==> src/rtl/score_level_ctrl.sv <==
// -----------------------------------------------------------------------------
// score_level_ctrl
// Game progress controller for the pinball playfield. It keeps a four-digit
// BCD score, the current level, the remaining lives and the game state, and
// commands the ball back to its start position when a new ball is needed.
//
// Optional feature macro: LEVEL_BONUS_EN
//   When defined, every level-up adds 10*new_level and a win adds
//   10*MAX_LEVEL to the score, in the same cycle as the transition.
//   When undefined, no bonus logic is built.
//
// Ports
//   clk          in   system clock, all state on its rising edge
//   resetN       in   asynchronous active-low reset
//   startOfFrame in   one-cycle pulse per video frame (paces the LEVEL_UP pause)
//   start_key    in   level-sensitive start request
//   bumper_hit   in   one-cycle bumper collision pulse
//   target_hit   in   one-cycle target collision pulse
//   ball_lost    in   one-cycle pulse, ball left the bottom of the playfield
//   score_bcd    out  four BCD digits
//   level        out  current level, one BCD digit
//   lives        out  remaining lives
//   level_status out  00 IDLE, 01 PLAY/LEVEL_UP, 10 WIN, 11 GAME_OVER
//   ball_reset   out  one-cycle pulse, ball back to its initial position
// -----------------------------------------------------------------------------
module score_level_ctrl #(
  parameter int BUMPER_POINTS   = 1,
  parameter int TARGET_POINTS   = 5,
  parameter int LEVEL_UP_POINTS = 20,
  parameter int MAX_LEVEL       = 3,
  parameter int START_LIVES     = 3,
  parameter int PAUSE_FRAMES    = 60
) (
  input  logic        clk,
  input  logic        resetN,
  input  logic        startOfFrame,
  input  logic        start_key,
  input  logic        bumper_hit,
  input  logic        target_hit,
  input  logic        ball_lost,
  output logic [15:0] score_bcd,
  output logic [3:0]  level,
  output logic [1:0]  lives,
  output logic [1:0]  level_status,
  output logic        ball_reset
);

  typedef enum logic [2:0] {
    ST_IDLE      = 3'd0,
    ST_PLAY      = 3'd1,
    ST_LEVEL_UP  = 3'd2,
    ST_WIN       = 3'd3,
    ST_GAME_OVER = 3'd4
  } state_t;

  localparam logic [7:0]  BUMPER_C     = 8'(BUMPER_POINTS);
  localparam logic [7:0]  TARGET_C     = 8'(TARGET_POINTS);
  localparam logic [15:0] LUP_C        = 16'(LEVEL_UP_POINTS);
  localparam logic [3:0]  MAX_LVL_C    = 4'(MAX_LEVEL);
  localparam logic [1:0]  START_LIV_C  = 2'(START_LIVES);
  localparam logic [15:0] FRAME_LAST_C = 16'(PAUSE_FRAMES - 1);

  // Binary 0..99 to two BCD digits; only small per-cycle increments use it.
  function automatic logic [7:0] bin_to_bcd(input logic [7:0] b);
    logic [7:0] tens;
    logic [7:0] ones;
    tens = b / 8'd10;
    ones = b % 8'd10;
    return {tens[3:0], ones[3:0]};
  endfunction

  // Four-digit BCD plus two-digit BCD; a carry out of the top digit pins 9999.
  function automatic logic [15:0] bcd_add_sat(input logic [15:0] a, input logic [7:0] b);
    logic [15:0] bx;
    logic [15:0] r;
    logic [4:0]  s;
    logic        c;
    bx = {8'h00, b};
    r  = 16'h0000;
    c  = 1'b0;
    for (int i = 0; i < 4; i++) begin
      s = {1'b0, a[i*4 +: 4]} + {1'b0, bx[i*4 +: 4]} + {4'd0, c};
      if (s > 5'd9) begin
        r[i*4 +: 4] = 4'(s - 5'd10);
        c           = 1'b1;
      end else begin
        r[i*4 +: 4] = s[3:0];
        c           = 1'b0;
      end
    end
    if (c) begin
      r = 16'h9999;
    end else begin
      r = r;
    end
    return r;
  endfunction

  function automatic logic [1:0] status_of(input state_t st);
    logic [1:0] v;
    case (st)
      ST_IDLE:                v = 2'b00;
      ST_PLAY, ST_LEVEL_UP:   v = 2'b01;
      ST_WIN:                 v = 2'b10;
      ST_GAME_OVER:           v = 2'b11;
      default:                v = 2'b00;
    endcase
    return v;
  endfunction

  state_t      state_r, state_s;
  logic [15:0] score_r, score_s;
  logic [3:0]  level_r, level_s;
  logic [1:0]  lives_r, lives_s;
  logic [1:0]  status_r, status_s;
  logic        ball_reset_r, ball_reset_s;
  logic [15:0] lvl_pts_r, lvl_pts_s;
  logic [15:0] frame_cnt_r, frame_cnt_s;
  logic [7:0]  hit_pts_s;
  logic [15:0] pts_sum_s;
  logic [15:0] score_hits_s;

  // Points earned this cycle; both hits together add their sum.
  assign hit_pts_s    = (bumper_hit ? BUMPER_C : 8'd0) + (target_hit ? TARGET_C : 8'd0);
  assign pts_sum_s    = lvl_pts_r + {8'd0, hit_pts_s};
  assign score_hits_s = bcd_add_sat(score_r, bin_to_bcd(hit_pts_s));

  // Next-state and next-output decode; every register holds unless changed.
  always_comb begin
    state_s      = state_r;
    score_s      = score_r;
    level_s      = level_r;
    lives_s      = lives_r;
    lvl_pts_s    = lvl_pts_r;
    frame_cnt_s  = frame_cnt_r;
    ball_reset_s = 1'b0;
    case (state_r)
      ST_IDLE, ST_WIN, ST_GAME_OVER: begin
        if (start_key) begin
          state_s      = ST_PLAY;
          score_s      = 16'h0000;
          level_s      = 4'd1;
          lives_s      = START_LIV_C;
          lvl_pts_s    = 16'd0;
          frame_cnt_s  = 16'd0;
          ball_reset_s = 1'b1;
        end else begin
          state_s = state_r;
        end
      end
      ST_PLAY: begin
        score_s   = score_hits_s;
        lvl_pts_s = pts_sum_s;
        // A threshold crossing outranks a lost ball in the same cycle.
        if (pts_sum_s >= LUP_C) begin
          if (level_r < MAX_LVL_C) begin
            state_s      = ST_LEVEL_UP;
            level_s      = level_r + 4'd1;
            lvl_pts_s    = 16'd0;
            frame_cnt_s  = 16'd0;
            ball_reset_s = 1'b1;
`ifdef LEVEL_BONUS_EN
            score_s      = bcd_add_sat(score_hits_s, {level_r + 4'd1, 4'd0});
`else
            score_s      = score_hits_s;
`endif
          end else begin
            state_s = ST_WIN;
`ifdef LEVEL_BONUS_EN
            score_s = bcd_add_sat(score_hits_s, {MAX_LVL_C, 4'd0});
`else
            score_s = score_hits_s;
`endif
          end
        end else if (ball_lost) begin
          // The last ball ends the game without recalling the ball.
          if (lives_r == 2'd1) begin
            lives_s = 2'd0;
            state_s = ST_GAME_OVER;
          end else begin
            lives_s      = lives_r - 2'd1;
            ball_reset_s = 1'b1;
          end
        end else begin
          state_s = ST_PLAY;
        end
      end
      ST_LEVEL_UP: begin
        if (startOfFrame) begin
          if (frame_cnt_r == FRAME_LAST_C) begin
            frame_cnt_s = 16'd0;
            state_s     = ST_PLAY;
          end else begin
            frame_cnt_s = frame_cnt_r + 16'd1;
          end
        end else begin
          frame_cnt_s = frame_cnt_r;
        end
      end
      default: begin
        state_s = ST_IDLE;
      end
    endcase
    status_s = status_of(state_s);
  end

  // State and output registers; reset discards all game progress.
  always_ff @(posedge clk or negedge resetN) begin
    if (!resetN) begin
      state_r      <= ST_IDLE;
      score_r      <= 16'h0000;
      level_r      <= 4'd0;
      lives_r      <= 2'd0;
      status_r     <= 2'b00;
      ball_reset_r <= 1'b0;
      lvl_pts_r    <= 16'd0;
      frame_cnt_r  <= 16'd0;
    end else begin
      state_r      <= state_s;
      score_r      <= score_s;
      level_r      <= level_s;
      lives_r      <= lives_s;
      status_r     <= status_s;
      ball_reset_r <= ball_reset_s;
      lvl_pts_r    <= lvl_pts_s;
      frame_cnt_r  <= frame_cnt_s;
    end
  end

  assign score_bcd    = score_r;
  assign level        = level_r;
  assign lives        = lives_r;
  assign level_status = status_r;
  assign ball_reset   = ball_reset_r;

endmodule

==> config.mk <==
export PLATFORM = sky130hd
export DESIGN_NAME = score_level_ctrl
export DESIGN_NICKNAME = d
export VERILOG_FILES = /design/src/rtl/score_level_ctrl.sv
export SDC_FILE = /design/constraint.sdc
export NUM_CORES = 1
export LEC_CHECK = 0
export ABC_CLOCK_PERIOD_IN_PS = 5900
export BUFFER_PORTS_ARGS = -buffer_cell sky130_fd_sc_hd__buf_4
export CORE_ASPECT_RATIO = 1.5
export CORE_UTILIZATION = 36
export DETAILED_ROUTE_END_ITERATION = 6
export PLACE_DENSITY = 0.63
export SYNTH_ARGS = -nofsm -noshare
export SYNTH_HDL_FRONTEND = slang
export SYNTH_SLANG_ARGS = --single-unit
==> constraint.sdc <==
create_clock -name clk -period 5.9 [get_ports clk]
set_clock_uncertainty 0.15 [all_clocks]
set_input_delay 0.59 -clock clk [delete_from_list [all_inputs] [get_ports clk]]
set_output_delay 0.59 -clock clk [all_outputs]
set_load 0.01 [all_outputs]
======== Word-level counts from Yosys, hierarchy flattened ========
Cells that the tools add are included.
cells by class
  $add $sub $neg .......................... 14
  multiply operators ...................... 0
  div/mod/pow operators ................... 2
  magnitude comparators ................... 6
  equality and inequality tests ........... 16
  shifts and indexed selects .............. 0
  mux-type cells .......................... 45
  bitwise operators ....................... 0
  reduce and logical (&&, ||, !) cells .... 9
operators with widths
  operator                 number
  $mux W16                 8
  $pmux W16 S2             2
  $pmux W16 S3             1
  $mux W4                  7
  $mux W3                  7
  $gt A5 B4 Y1 const B     4
  $add A16 B1 Y16 const B  1
  $add A16 B4 Y16          1
  $eq A16 B6 Y1 const B    1
  $ge A16 B5 Y1 const B    1
  $sub A4 B4 Y4 const B    4
  $eq A3 B2 Y1 const B     4
  $ne A2 B2 Y1 const B     6
  $mux W1                  11
  $add A4 B1 Y5            2
  $add A4 B4 Y5            2
  $pmux W3 S3              1
  $div A8 B4 Y8 const B    1
  $mod A8 B4 Y8 const B    1
  $mux W2                  4
  $pmux W4 S2              1
  $reduce_and A4 Y1        2
  $eq A3 B1 Y1 const B     2
  $eq A3 B3 Y1 const B     2
  other kinds (16)         16
storage, ports and cells
  register bits ........................... 60
  latch bits .............................. 0
  RAM bits ................................ 0
  ROM bits ................................ 0
  output and inout port bits .............. 25
  word-level logic and storage cells ...... 100
  memories kept ........................... 0

======== Depth between registers and ports, before layout ========
Gate-level depths: netlist (run 1).
  word-level depth ........................ 17
  mapped depth ............................ 30
  gate-level depth less buffers ........... 29

======== Worst setup path after synthesis (run 1) ========
OpenSTA, ideal clock, no wires.
  path type ............................... input to register
  from .................................... input bumper_hit
  to ...................................... register score_r[10] (netlist: score_bcd[10])
  arrival time ............................ 5.815 ns
  setup slack ............................. -0.186 ns
  cell stages on the path ................. 28
  path through ............................ ha_1 > ha_1 > ha_1 > clkbuf_1 > a21oi_1 > a21oi_1 > nor2_1 > a221o_1 > inv_1 > ha_1 > ha_1 > mux2_2 > o21ai_0 > inv_1 > ha_1 > ha_1 > nand2b_1 > mux2_2 > o21ai_0 > inv_1 > ha_1 > ha_1 > nor2_1 > a21oi_1 > nor2_1 > nor2_1 > nor2_1 > a32o_1
between the ends
  word-level cells in the longest chain between the ends .. 17
RTL lines
  item                  line  text
  from (decl)           38    input logic bumper_hit,
  $mux W1 (*)           124   assign hit_pts_s = (bumper_hit ? BUMPER_C : 8'd0) + (target_hit ? TARGET_C : 8'd0);
  $add A1 B3 Y4 (*)     124
  $mod A8 B4 Y8         68    ones = b % 8'd10;
  $add A4 B4 Y5         82    s = {1'b0, a[i*4 +: 4]} + {1'b0, bx[i*4 +: 4]} + {4'd0, c};
  $gt A5 B4 Y1          83    if (s > 5'd9) begin
  $mux W1               83
  $add A5 B1 Y5 (*)     82
  $gt A5 B4 Y1 (*)      83
  $mux W1 (*)           83
  $add A4 B1 Y5 (*)     82
  $gt A5 B4 Y1          83
  $mux W1               83
  $add A4 B1 Y5         82
  $gt A5 B4 Y1          83
  $mux W1               83
  $mux W16 (*)          91    if (c) begin
  $pmux W16 S2 (*)      137   case (state_r)
  to (signal assigned)  220   score_r <= score_s;
  to (decl)             112   logic [15:0] score_r, score_s;
Every way passes the cells marked *; elsewhere a longest branch is shown, timed or not.
A chain may end at the register's enable or synchronous reset.

======== Worst setup path in the final report (run 1) ========
  from .................................... input bumper_hit
  to ...................................... register score_r[7] (netlist: score_bcd[7])
between the ends
  word-level cells in the longest chain between the ends .. 17
RTL lines
  item               line
  $mux W1 (*)        124
  $add A1 B3 Y4 (*)  124
  $mod A8 B4 Y8      68
  $add A4 B4 Y5      82
  $gt A5 B4 Y1       83
  $mux W1            83
  $add A5 B1 Y5 (*)  82
  $gt A5 B4 Y1       83
  $mux W1            83
  $add A4 B1 Y5      82
  $gt A5 B4 Y1       83
  $mux W1            83
  $add A4 B1 Y5      82
  $gt A5 B4 Y1       83
  $mux W1            83
  $mux W16 (*)       91
  $pmux W16 S2 (*)   137
Marked as above.

==> results.py, run 1 <==
metrics = {
    "synthesis": {
        "synth_area_um2": 3960,
        "ys_ff_latch": 60,
        "synth_area_leader_cell": "dfrtp_1",
        "ys_async_sr_fraction": 1.00,
        "synthCells": 454,
        "seq_area_frac_synth": 0.379,
        "synth_area_per_cell_um2": 8.72,
        "synth_edf_count": 0,
        "synth.area.top_cells": "dfrtp_1, ha_1, nand2_1, a21oi_1, o21ai_0",
        "synth_flop_cell": "dfrtp_1",
        "yosysTopAreaCellShare": 0.379,
        "syn_nets": 481,
        "yosys_warnings": 0,
        "synth.distinct_cells": 71,
    },
    "critical_path": {
        "cp_max_fo": 6,
        "end_kind": "register",
        "rr_worst_depth": 27,
        "startpoint_type": "input port",
        "crit_path_start": "bumper_hit",
        "slowest_delay_ns": 0.33,
        "crit_end": "score_bcd[7]",
        "r2r_end": "score_bcd[7]",
        "critical_path_class": "input port to register",
        "crit_arrival_ns": 5.51,
        "rrSetupSlack_ns": 0.70,
        "critical-path-slowest-cell": "mux2_2",
        "r2r_start": "score_bcd[0]",
        "required_ns": 5.94,
    },
    "drt": {
        "via_count": 3510,
        "via_per_inst": 5.51,
        "avgRoutedWirePerCell_um": 14.7,
        "dr.pass1.iters": 5,
        "ant_nets": 0,
        "drtIter0Drc": 197,
        "routed_wl_um": 9370,
        "drc": 0,
    },
    "sta": {
        "period_minus_slack_ns": 5.47,
        "setup_viol": 0,
        "clock.fmax_mhz": 183,
        "tns_ns": 0,
        "slew_headroom": 0.359,
        "fin_crit_sh": 0.928,
        "whs_ns": 0.187,
        "finalHoldViolations": 0,
        "tightest_slew_ns": 0.958,
        "grt_setup_unrepaired": "false",
        "drv_slew": 0,
    },
    "cells_and_area": {
        "layout.nets": 517,
        "fin_cells": 637,
        "num_antenna_cells": 0,
        "final_common_cell": "dfrtp_1",
        "area_growth_pct": 18.9,
        "fin_util": 0.442,
        "fill_cells": 1056,
        "area.sequential_um2": 1500,
        "multi_input_area_um2": 2380,
        "drive_gt1_frac": 0.185,
        "layout_common_cells": "dfrtp_1, nand2_1, buf_4",
    },
    "placement": {
        "io_buffers": 31,
        "hpwl_um": 6780,
        "gp_congestion": 0.835,
        "placed_cells": 623,
    },
    "grt": {
        "grt_pass1_wl_um": 16000,
        "grt.total_usage": 0.179,
        "first_global_vias": 3472,
        "grt-ovfl-total": 0,
        "grt_max_degree": 61,
        "antenna_found_initial": 0,
    },
    "floorplanning": {
        "rows": 46,
        "die_h_um": 130,
        "ios": 32,
        "coreArea_um2": 10600,
        "initial_utilization": 0.372,
        "die_area_um2": 11400,
        "die_w_um": 87.6,
    },
    "clock_tree": {
        "htreeDepth": 3,
        "cts_buffer_depth": 2,
        "cts_buffers": 9,
        "ctsResizeCount": 0,
        "clk_latency_ns": 0.33,
        "path_clk_slew_ns": 0.05,
        "clockRootBuffer": "clkbuf_16",
        "cts.sinks": 60,
        "cts_tree": "built",
        "post-cts-setup-buffers": 0,
        "ctsHoldBuffers": 0,
    },
    "pwr": {
        "vdd_drop_max_uv": 180,
        "power_density_nw_per_um2": 449,
        "leakagePower_nw": 2.07,
    },
    "job": {
        "max_cap_violations": 0,
    },
    "worst_hold_path": {
        "hold_class": "input port to asynchronous set/reset pin",
    },
    "outcome": {
        "status": "completed",
    },
}
## flip-flops by register name, indices dropped and copies added (netlist names)
signal / cells
score_bcd: 16
level: 4
level_status: 2
lvl_pts_r: 16
frame_cnt_r: 16
ball_reset: 1
lives: 2
state_r: 3
## metrics by stage
stage               total power [W]  instance area (um2)  setup slack (ns)
global route                0.00228                 4710            0.0557
global placement            0.00161                 4380           -0.0141
detailed placement          0.00162                 4380            -0.245
CTS                         0.00212                 4660            0.0726
finish                      0.00212                 4710             0.425
floorplan                   0.00133                 3970            0.0581
## area by class of cell
class,instances,share of cell area
clock inverter,2,0.00213
tap,144,0.0383
timing repair buffer,41,0.0654
multi-input combinational,362,0.506
clock buffer,12,0.0566
sequential,60,0.319
inverter,16,0.0128
## cell families after synthesis
logic type / synth area share
flip-flops: 0.379
adder cells (fa/ha/maj): 0.0632
AND/OR/NAND/NOR: 0.239
multiplexers: 0.0190
AO/OA/AOI/OAI: 0.238
buffers and inverters: 0.0332
XOR/XNOR: 0.0284
## where the power goes
group          total [W]  internal (W)  leakage [nW]  switching, W
logic            0.00106      0.000412          1.13      0.000644
clock network   0.000481      0.000311         0.140      0.000170
registers       0.000580      0.000490         0.802     0.0000898
## metal layers
layer	vias to the layer above	track usage	wire, um
li1	1739	-	-
met1	1709	0.205	4050
met2	43	0.317	4860
met3	19	0.0364	246
met4	0	0.0810	214
met5	-	0	0
## Yosys cell counts (3+ instances only)
cell and instances:
a22o_1 9, a31oi_1 9, ha_1 20, nand4_1 3, a21oi_1 39, xnor2_1 7, and3_1 7, o21a_1 3
o21ai_0 30, a21o_1 6, nand2b_1 11, nand3_1 21, nor3_1 28, o21ai_1 3, nor2b_1 4, or3_1 5
inv_1 16, and2_1 6, dfrtp_1 60, clkbuf_1 10, mux2i_1 3, nor2_1 33, mux2_2 4, nand2_1 55
xor2_1 4
## worst max-delay path: cells and delay by family
kind	cells	cell delay [ns]
fa+ha+maj	8	1.86
compound gates	9	1.30
simple gates	5	0.66
mux	2	0.61
buf+inv	5	0.47
## worst min-delay path by stage
stage | startpoint | endpoint | slack [ns] | depth (start not counted)
after global placement | lvl_pts_r[0] | lvl_pts_r[0] | 0.35 | 1
final | resetN | score_bcd[5] | 0.19 | 1
after CTS | resetN | score_bcd[5] | 0.23 | 1
after detailed placement | lvl_pts_r[2] | lvl_pts_r[2] | 0.35 | 1
after floorplan | resetN | ball_reset | 0.14 | 0
after global routing | resetN | score_bcd[5] | 0.26 | 1
Power figures use the tool's default switching activity.
==> run 2, diff against run 1 <==
--- a/config.mk
+++ b/config.mk
@@ -6,11 +6,13 @@
 export NUM_CORES = 1
 export LEC_CHECK = 0
 export ABC_CLOCK_PERIOD_IN_PS = 5900
-export BUFFER_PORTS_ARGS = -buffer_cell sky130_fd_sc_hd__buf_4
+export BUFFER_PORTS_ARGS = -buffer_cell sky130_fd_sc_hd__buf_2
 export CORE_ASPECT_RATIO = 1.5
 export CORE_UTILIZATION = 36
 export DETAILED_ROUTE_END_ITERATION = 6
+export HOLD_SLACK_MARGIN = 0.02
 export PLACE_DENSITY = 0.63
+export SETUP_SLACK_MARGIN = 0.02
 export SYNTH_ARGS = -nofsm -noshare
 export SYNTH_HDL_FRONTEND = slang
 export SYNTH_SLANG_ARGS = --single-unit
==> results.py, run 2 (synthesized netlist as in run 1, its figures left out) <==
metrics = {
    "outcome": {
        "status": "completed",
    },
    "critical_path": {
        "timing.critical_path.mode_cell": "ha_1",
        "slowest_delay_ns": 0.33,
        "cp.buffers_inverters": 5,
        "path_delay_family": "adder cells",
        "critical_path_class": "input port to register",
        "critical-path-slowest-cell": "mux2_2",
        "startpoint_type": "input port",
        "end_kind": "register",
        "required_ns": 5.94,
        "cp_max_fo": 6,
        "crit_arrival_ns": 5.65,
    },
    "grt": {
        "grt_max_degree": 61,
        "grt_pass1_wl_um": 15900,
        "grt.total_usage": 0.178,
        "first_global_vias": 3395,
        "antenna_found_initial": 0,
        "grt-ovfl-total": 0,
    },
    "drt": {
        "ant_nets": 0,
        "avgRoutedWirePerCell_um": 14.9,
        "routed_wl_um": 9520,
        "via_per_inst": 5.59,
        "drtIter0Drc": 167,
        "dr.pass1.iters": 4,
        "route.met2.wl_um": 4890,
        "route.layer.met1.wl_um": 4060,
        "highest_layer": "met4",
        "dr_wl_met3_um": 311,
        "drc": 0,
        "via_count": 3580,
    },
    "floorplanning": {
        "rows": 46,
        "die_area_um2": 11400,
        "die_h_um": 130,
        "die_w_um": 87.6,
        "coreArea_um2": 10600,
        "ios": 32,
        "initial_utilization": 0.372,
    },
    "job": {
        "max_cap_violations": 0,
    },
    "sta": {
        "period_minus_slack_ns": 5.62,
        "whs_ns": 0.274,
        "tns_ns": 0,
        "finalHoldViolations": 0,
        "setup_viol": 0,
        "fin_crit_sh": 0.952,
        "tightest_slew_ns": 0.784,
        "drv_slew": 0,
        "slew_headroom": 0.478,
        "clock.fmax_mhz": 178,
        "grt_setup_unrepaired": "false",
    },
    "cells_and_area": {
        "fin_area_um2": 4660,
        "layout_common_cells": "dfrtp_1, nand2_1, a21oi_1",
        "final_common_cell": "dfrtp_1",
        "num_antenna_cells": 0,
        "fin_cells": 641,
        "drive_gt1_frac": 0.179,
        "area_growth_pct": 17.6,
        "layout.nets": 519,
    },
    "clock_tree": {
        "path_clk_slew_ns": 0.05,
        "cts_tree": "built",
        "clk_latency_ns": 0.33,
        "clockRootBuffer": "clkbuf_16",
        "ctsHoldBuffers": 0,
        "htreeDepth": 3,
        "cts_buffers": 9,
        "cts.sinks": 60,
        "cts_buffer_depth": 2,
    },
    "worst_hold_path": {
        "hold_class": "input port to asynchronous set/reset pin",
    },
    "placement": {
        "placed_cells": 624,
        "hpwl_um": 6820,
        "gp_congestion": 0.821,
        "placed_area_um2": 4310,
        "io_buffers": 31,
    },
    "pwr": {
        "finalPower_w": 0.00217,
        "power_density_nw_per_um2": 465,
        "leakagePower_nw": 2.08,
        "vdd_drop_max_uv": 241,
    },
}
-- run 2: metrics by stage --
step                worst slack, ns   util
finish                        0.280  0.437
global route                 0.0159  0.437
CTS                           0.132  0.435
detailed placement           -0.224  0.405
global placement            -0.0105  0.405
floorplan                    0.0581      -
-- run 2: final cells by class --
type | instances | area, um2
fillers | 1039 | 5990
multi-input cells | 362 | 2350
flip-flops and latches | 60 | 1500
clock buffers | 12 | 246
repair buffers | 43 | 245
well taps | 144 | 180
clock inverters | 4 | 72.6
inverters | 16 | 60.1
-- run 2: worst register-to-register path: cells and delay by family, from the launching register on --
family | cells | cell delay (ns)
fa+ha+maj | 7 | 1.60
compound gates | 9 | 1.50
mux | 2 | 0.62
simple gates | 4 | 0.57
flops | 1 | 0.40
buf+inv | 4 | 0.39
-- run 2: repair_timing --
action                                 4_1_cts  5_1_grt
setup endpoints to repair                    0       15
gates resized for setup                      0        8
buffers inserted                             0        1
endpoints found under the hold margin        0        0
-- run 2: layer usage --
metal	global-route usage	up-vias
met4	0.0781	0
met5	0	-
li1	-	1745
met2	0.307	55
met3	0.0415	19
met1	0.209	1761
-- run 2: final timing paths --
kind	to	slack, ns	start	cells past startpoint
max	score_bcd[7]	0.28	target_hit	28
min	score_bcd[5]	0.27	resetN	2
max reg2reg	score_bcd[7]	0.54	score_bcd[0]	26
min reg2reg	lvl_pts_r[2]	0.36	lvl_pts_r[2]	1
max in group asynchronous	lives[0]	4.80	resetN	2
min in group clk	lvl_pts_r[2]	0.36	lvl_pts_r[2]	1
-- run 2: report_power, final --
part / internal, W / total [W] / leakage, nW / switching (W)
Clock: 0.000380 / 0.000560 / 0.153 / 0.000180
Combinational: 0.000383 / 0.00103 / 1.13 / 0.000644
Sequential: 0.000490 / 0.000579 / 0.802 / 0.0000893
Total: 0.00125 / 0.00217 / 2.08 / 0.000913
